--- src/rtl/llc_pipe_sched_pkg.sv ---
// Shared constants and transaction-kind codes for the LLC pipeline scheduler.
// Slot records are declared where the widths are known, inside the scheduler.
package llc_pipe_sched_pkg;

  localparam int LLC_SET_BITS   = 8;
  localparam int LLC_KIND_BITS  = 3;
  localparam int LLC_CNT_BITS   = 16;
  localparam int LLC_PIPE_DEPTH = 4;

  // Codes 6 and 7 are reserved and behave like KIND_REQ.
  typedef enum logic [LLC_KIND_BITS-1:0] {
    KIND_RST    = 3'd0,
    KIND_FLUSH  = 3'd1,
    KIND_REQ    = 3'd2,
    KIND_RSP    = 3'd3,
    KIND_DMA_RD = 3'd4,
    KIND_DMA_WR = 3'd5
  } llc_kind_e;

endpackage

--- src/rtl/llc_set_hazard_cmp.sv ---
// Compares an incoming set index against every pipeline slot and reports
// which valid slots hold the same set.
module llc_set_hazard_cmp #(
  parameter int SET_BITS = 8,
  parameter int N_SLOTS  = 4
) (
  input  logic [SET_BITS-1:0]              issue_set,
  input  logic [N_SLOTS-1:0]               slot_valid,
  input  logic [N_SLOTS-1:0][SET_BITS-1:0] slot_set,
  output logic [N_SLOTS-1:0]               match
);

  always_comb begin
    match = '0;
    for (int i = 0; i < N_SLOTS; i++) begin
      match[i] = slot_valid[i] && (slot_set[i] == issue_set);
    end
  end

endmodule

--- src/rtl/llc_pipe_sched.sv ---
// Issue/hazard scheduler for READ_MEM -> LOOKUP -> PROCESS -> UPDATE: one slot per
// stage, same-set blocking so a set is never re-read before its UPDATE retires.
module llc_pipe_sched
  import llc_pipe_sched_pkg::*;
#(
  parameter int SET_BITS  = LLC_SET_BITS,
  parameter int KIND_BITS = LLC_KIND_BITS,
  parameter int CNT_BITS  = LLC_CNT_BITS
) (
  input  logic                 clk,
  input  logic                 rst,
  input  logic                 issue_valid,
  input  logic [SET_BITS-1:0]  issue_set,
  input  logic [KIND_BITS-1:0] issue_kind,
  output logic                 issue_ready,
  input  logic                 flush_pipe,
  input  logic                 proc_done,
  output logic                 mem_en,
  output logic [SET_BITS-1:0]  mem_set,
  output logic                 lookup_en,
  output logic                 proc_en,
  output logic [SET_BITS-1:0]  proc_set,
  output logic [KIND_BITS-1:0] proc_kind,
  output logic                 upd_en,
  output logic [SET_BITS-1:0]  upd_set,
  output logic                 hazard_stall,
  output logic [2:0]           in_flight,
  output logic [CNT_BITS-1:0]  hazard_cnt
);

  localparam int N_SLOTS = LLC_PIPE_DEPTH;

  typedef struct packed {
    logic                 valid;
    logic [SET_BITS-1:0]  set;
    logic [KIND_BITS-1:0] kind;
  } llc_pipe_slot_t;

  // Index 0 is READ_MEM, 3 is UPDATE.
  llc_pipe_slot_t slot_q [N_SLOTS];

  logic [N_SLOTS-1:0]               slot_valid;
  logic [N_SLOTS-1:0][SET_BITS-1:0] slot_set;
  logic [N_SLOTS-1:0]               set_match;
  logic mv1, mv2, mv3;
  logic serialize, hazard, accept;

  always_comb begin
    slot_valid = '0;
    slot_set   = '0;
    for (int i = 0; i < N_SLOTS; i++) begin
      slot_valid[i] = slot_q[i].valid;
      slot_set[i]   = slot_q[i].set;
    end
  end

  llc_set_hazard_cmp #(
    .SET_BITS (SET_BITS),
    .N_SLOTS  (N_SLOTS)
  ) u_hazard_cmp (
    .issue_set  (issue_set),
    .slot_valid (slot_valid),
    .slot_set   (slot_set),
    .match      (set_match)
  );

  assign in_flight = 3'(slot_q[0].valid) + 3'(slot_q[1].valid)
                   + 3'(slot_q[2].valid) + 3'(slot_q[3].valid);

  // NOTE: every always_comb output is assigned before any condition so no latch is inferred.
  always_comb begin
    mv3 = 1'b0;
    mv2 = 1'b0;
    mv1 = 1'b0;
    serialize   = 1'b0;
    hazard      = 1'b0;
    issue_ready = 1'b0;
    accept      = 1'b0;

    // UPDATE always retires, so a slot moves whenever the one ahead leaves or is empty.
    mv3 = slot_q[2].valid && proc_done;
    mv2 = slot_q[1].valid && (!slot_q[2].valid || mv3);
    mv1 = slot_q[0].valid && (!slot_q[1].valid || mv2);

    // Reset, flush and response transactions must run alone in the pipe.
    serialize = ((issue_kind == KIND_BITS'(KIND_RST))   ||
                 (issue_kind == KIND_BITS'(KIND_FLUSH)) ||
                 (issue_kind == KIND_BITS'(KIND_RSP))) && (in_flight != 3'd0);
    hazard      = issue_valid && ((|set_match) || serialize);
    issue_ready = !rst && !flush_pipe && !hazard && (!slot_q[0].valid || mv1);
    accept      = issue_valid && issue_ready;
  end

  assign hazard_stall = hazard;

  // NOTE: state is updated with non-blocking assignments so every slot sees pre-edge values.
  always_ff @(posedge clk) begin
    if (rst) begin
      // NOTE: set/kind fields are reset as well because they drive outputs that read 0 after reset.
      for (int i = 0; i < N_SLOTS; i++) slot_q[i] <= '0;
      hazard_cnt <= '0;
    end else begin
      if (hazard && (hazard_cnt != '1)) hazard_cnt <= hazard_cnt + CNT_BITS'(1);

      if (flush_pipe) begin
        for (int i = 0; i < N_SLOTS; i++) slot_q[i].valid <= 1'b0;
      end else begin
        if (mv3) slot_q[3] <= slot_q[2];
        else     slot_q[3].valid <= 1'b0;

        if (mv2)      slot_q[2] <= slot_q[1];
        else if (mv3) slot_q[2].valid <= 1'b0;

        if (mv1)      slot_q[1] <= slot_q[0];
        else if (mv2) slot_q[1].valid <= 1'b0;

        if (accept)   slot_q[0] <= '{valid: 1'b1, set: issue_set, kind: issue_kind};
        else if (mv1) slot_q[0].valid <= 1'b0;
      end
    end
  end

  assign mem_en    = slot_q[0].valid;
  assign mem_set   = slot_q[0].set;
  assign lookup_en = slot_q[1].valid;
  assign proc_en   = slot_q[2].valid;
  assign proc_set  = slot_q[2].set;
  assign proc_kind = slot_q[2].kind;
  assign upd_en    = slot_q[3].valid;
  assign upd_set   = slot_q[3].set;

  // process_request must only report completion for an occupied PROCESS slot.
  a_proc_done_needs_slot: assert property (@(posedge clk) disable iff (rst)
    proc_done |-> slot_q[2].valid);

endmodule

--- config.mk ---
export PLATFORM = sky130hd
export DESIGN_NAME = llc_pipe_sched
export DESIGN_NICKNAME = d
export VERILOG_FILES = /design/src/rtl/llc_pipe_sched_pkg.sv /design/src/rtl/llc_set_hazard_cmp.sv /design/src/rtl/llc_pipe_sched.sv
export SDC_FILE = /design/constraint.sdc
export NUM_CORES = 1
export LEC_CHECK = 0
export CORE_UTILIZATION = 40
export DETAILED_ROUTE_END_ITERATION = 10
export PLACE_DENSITY = 0.65
export SYNTH_ARGS = -nofsm -noshare
export SYNTH_HDL_FRONTEND = slang
export SYNTH_SLANG_ARGS = --single-unit
export TNS_END_PERCENT = 10
--- constraint.sdc ---
create_clock -name clk -period 3.8 [get_ports clk]
set_input_delay 0.57 -clock clk [delete_from_list [all_inputs] [get_ports clk]]
set_output_delay 0.57 -clock clk [all_outputs]
set_load 0.01 [all_outputs]
==> summary.md <==
The tools report the total I/O pin count as 68. Post-cts hold buffer count: 0. The chip width came out at 90.8 um. The first routing iteration left 160 violations. The cell count after synthesis came out at 285. The tool flagged a number of max-cap violations equal to 0. STA puts the critical path data arrival time at 3.08 ns. During synthesis, Yosys emitted a total of 0 warnings. The logs give 0 for the final max-slew violation count and 3 for the count of H-tree levels built during CTS. Achievable frequency: 0.274 GHz. Entering global routing, the biggest net connects 25 pins. For this design the ratio of total power to cell area is 373 mW/mm^2. The cell at the root of the clock tree is sky130_fd_sc_hd__clkbuf_8.

Terminus of the critical flop-to-flop path: slot_q[0][0]. In this run the critical register-to-register path is launched from slot_q[2][11]. The longest clock path from root to sink contains 2 buffers. Fill cells in the final layout number 701. The die span in y came out at 90.8 um.

For this run, asynchronously set or reset flops after synthesis account for 0%. The tree built by TritonCTS fans out to 61 sinks. The number of routed nets with antenna violations was 0.

After clock tree synthesis, the clock-pin slew on the worst setup and hold paths is 0.07 ns. The leftover overflow at the end of global routing came out at 0. Register-to-register path setup slack: 0.23 ns.

The worst setup path is launched from a flop. The portion of the clock cycle consumed by the worst path in the final layout was 96.1%; the placement row count was 32. TritonCTS built the clock tree. The number of antenna violations at the first check in global routing was 0.

The checks that failed: DRC. The first global-routing pass estimated 10900 um of wire. The count of endpoints failing hold in the final timing report came out at 0. The leading cell type in the layout, fill and taps excluded was sky130_fd_sc_hd__clkdlybuf4s50_1. The starting density of the core came out at 41.0%. The run finished, with violations left.

The post-synthesis net count is 305. The first detailed-routing pass ran for 7 iterations. Routability-driven placement finished with a final weighted congestion of 0.829. The critical path in this run is classified as flop to output port. Most used flip-flop cell after synthesis: sky130_fd_sc_hd__edfxtp_1. The tools report the wire length reported by the detailed router as 6700 um. The via count of the first global-routing pass is 2121, and the number of inserted diodes is 0. For this design the static power due to leakage is 1.48 nW.

IR analysis of the VDD net gives a maximum drop of 172 uV. Adding up every negative setup slack in the final design gives 0 ns. Summing all placed instances gives a cell area of 0.00384 mm^2. Endpoint of the worst hold path: hazard_cnt[10]. The worst setup slack after placement was 0.125 ns. The worst setup path is captured at an output port. Excluding fillers, the count of instances in the completed layout stands at 452. The fraction of layout instances using a drive strength above 1 is 10.6%.

The netlist area before placement is 0.00315 mm^2, and the worst slew slack as a fraction of its limit is 34.7%. The number of setup violations in the final report was 0. Maximum fanout encountered on the critical timing path: 6.

For this run, design rule violations remaining after detail routing come to 2. The HPWL after detailed placement is 5060 um. The number of buffer cells added on primary ports was 67. The total global routing track utilization came out at 17.2%. The number of clock buffers added by TritonCTS is 9.

The run gives 1.51 mW as the total power. The routed via count divided by cell count works out to 4.93. The logs give 45 for the number of distinct library cells after synthesis and 3.23 ns for the data required time of the critical path. Setup repair after global routing left no endpoint under its margin. The worst min-delay path startpoint is hazard_cnt[10].

The length in cells of the worst reg-to-reg path was 9. Measured on the finished design, the core utilization comes to 52.8%. The number of instances on the worst hold path is 2. The detailed router placed 2229 vias in this run.

The post-layout minimum cycle time works out to 3.65 ns. Of the synthesized area, sequential elements account for 52.7%. The number of register bits inferred by synthesis is 61, and the number of enable-type register cells in the synthesized netlist is 44.

Worst clock skew: 0.00942 ns. For the die area, the log shows 0.00824 mm^2. The worst path meets setup with 0.147 ns of slack. Relative to the synthesized area, the layout overhead comes to 28.7%. For the worst-skew pair, the clock arrives at the later sink with an insertion delay of 0.34 ns. The count of nets after finishing is 365. The library cells used most frequently in the layout, excluding fill and tap cells, are sky130_fd_sc_hd__clkdlybuf4s50_1 (67), sky130_fd_sc_hd__edfxtp_1 (44), sky130_fd_sc_hd__and2_1 (42). The run gives 0.500 ns as the tightest hold margin.

Average size of a mapped cell: 11.1 um^2. The type of the most critical hold path was flop to flop. The finished cells cover 0.00406 mm^2.

The post-placement cell count was 435; the per-cell routed wire length was 14.8 um. The area of the core is 0.00769 mm^2, and the pin slew with the least headroom to its limit is 0.971 ns.
## Yosys cell counts, types with 2 or more instances
master / n / area share, %
sky130_fd_sc_hd__or4_1: 3 / 0.71
sky130_fd_sc_hd__o21ai_0: 8 / 1.3
sky130_fd_sc_hd__xor2_1: 24 / 6.7
sky130_fd_sc_hd__nand3_1: 9 / 1.4
sky130_fd_sc_hd__edfxtp_1: 44 / 42
sky130_fd_sc_hd__or3_1: 3 / 0.60
sky130_fd_sc_hd__dfxtp_1: 17 / 11
sky130_fd_sc_hd__and3_1: 2 / 0.40
sky130_fd_sc_hd__clkbuf_1: 5 / 0.60
sky130_fd_sc_hd__buf_6: 3 / 1.1
sky130_fd_sc_hd__nor2_1: 13 / 1.5
sky130_fd_sc_hd__ha_1: 3 / 1.2
sky130_fd_sc_hd__o311ai_0: 4 / 1.1
sky130_fd_sc_hd__nor3_1: 10 / 1.6
sky130_fd_sc_hd__mux2_2: 2 / 0.71
sky130_fd_sc_hd__xnor2_1: 10 / 2.8
sky130_fd_sc_hd__inv_1: 8 / 0.95
sky130_fd_sc_hd__buf_4: 8 / 1.9
sky130_fd_sc_hd__nand4_1: 6 / 1.2
sky130_fd_sc_hd__buf_2: 8 / 1.3
sky130_fd_sc_hd__nor2b_1: 3 / 0.60
sky130_fd_sc_hd__a21oi_1: 6 / 0.95
sky130_fd_sc_hd__nand2_1: 9 / 1.1
sky130_fd_sc_hd__nor4_1: 4 / 0.79
sky130_fd_sc_hd__or2_2: 5 / 0.99
sky130_fd_sc_hd__nor4_2: 2 / 0.79
sky130_fd_sc_hd__mux2_1: 2 / 0.71
sky130_fd_sc_hd__o31ai_1: 3 / 0.71
sky130_fd_sc_hd__and2_1: 42 / 8.3
sky130_fd_sc_hd__o41ai_1: 4 / 1.1
## per-layer routing
| layer | wire length, um | part of all wire (%) | GRT usage [%] |
|---|---|---|---|
| met3 | 314 | 4.7 | 3.87 |
| met5 | 0 | 0 | 0 |
| met4 | 138 | 2.1 | 7.14 |
| met1 | 3250 | 48 | 24.1 |
| met2 | 3000 | 45 | 25.4 |
## repair_timing
item,4_1_cts,5_1_grt
hold endpoints to repair,0,0
pin swaps,1,0
gates resized for setup,1,1
setup buffers,1,0
setup endpoints to repair,2,12
## cell families (layout without fill, tap and decap cells)
logic type,after synthesis,in the layout,synth area share (%)
flip-flops,61,61,52.7
AO/OA/AOI/OAI,31,31,6.82
XOR/XNOR,34,34,9.44
AND/OR/NAND/NOR,117,117,21.7
buffers and inverters,33,98,5.95
other,1,1,0.119
adder cells (fa/ha/maj),4,4,1.82
multiplexers,4,4,1.43
## registers in the layout (all words and copies together) (netlist names)
name and cells:
slot_q 45, hazard_cnt 16
## worst max-delay path by stage
stage          slack (ns)     startpoint          end  cells past startpoint
2_1_floorplan        0.73  slot_q[0][11]  issue_ready                      8
3_3_place_gp         0.23  slot_q[2][11]  issue_ready                      8
3_5_place_dp         0.12  slot_q[2][11]  issue_ready                      8
4_1_cts              0.04  slot_q[2][11]  issue_ready                      8
5_1_grt             0.002  slot_q[2][11]  issue_ready                      8
6_report             0.15  slot_q[2][11]  issue_ready                      8
## worst max-delay path, cell delays in order, from the launching register on
cell and delay (ns):
sky130_fd_sc_hd__edfxtp_1 0.44, sky130_fd_sc_hd__fa_1 0.48, sky130_fd_sc_hd__ha_1 0.19, sky130_fd_sc_hd__ha_1 0.31
sky130_fd_sc_hd__o31ai_2 0.26, sky130_fd_sc_hd__nand3_2 0.18, sky130_fd_sc_hd__o21ai_4 0.21, sky130_fd_sc_hd__and2_1 0.15
sky130_fd_sc_hd__clkdlybuf4s50_1 0.53
## final cells by class
| cell class | count | area, um^2 | area share (%) |
|---|---|---|---|
| inverters | 8 | 30.0 | 0.740 |
| well taps | 102 | 128 | 3.14 |
| clock inverters | 7 | 76.3 | 1.88 |
| repair buffers | 74 | 723 | 17.8 |
| flip-flops and latches | 61 | 1660 | 40.9 |
| clock buffers | 9 | 124 | 3.05 |
| multi-input cells | 191 | 1320 | 32.4 |
## power by group
group / internal, mW / total [mW] / switching [mW]
combinational: 0.0889 / 0.180 / 0.0911
clock: 0.304 / 0.572 / 0.268
sequential: 0.742 / 0.761 / 0.0190
Power figures use the tool's default switching activity.
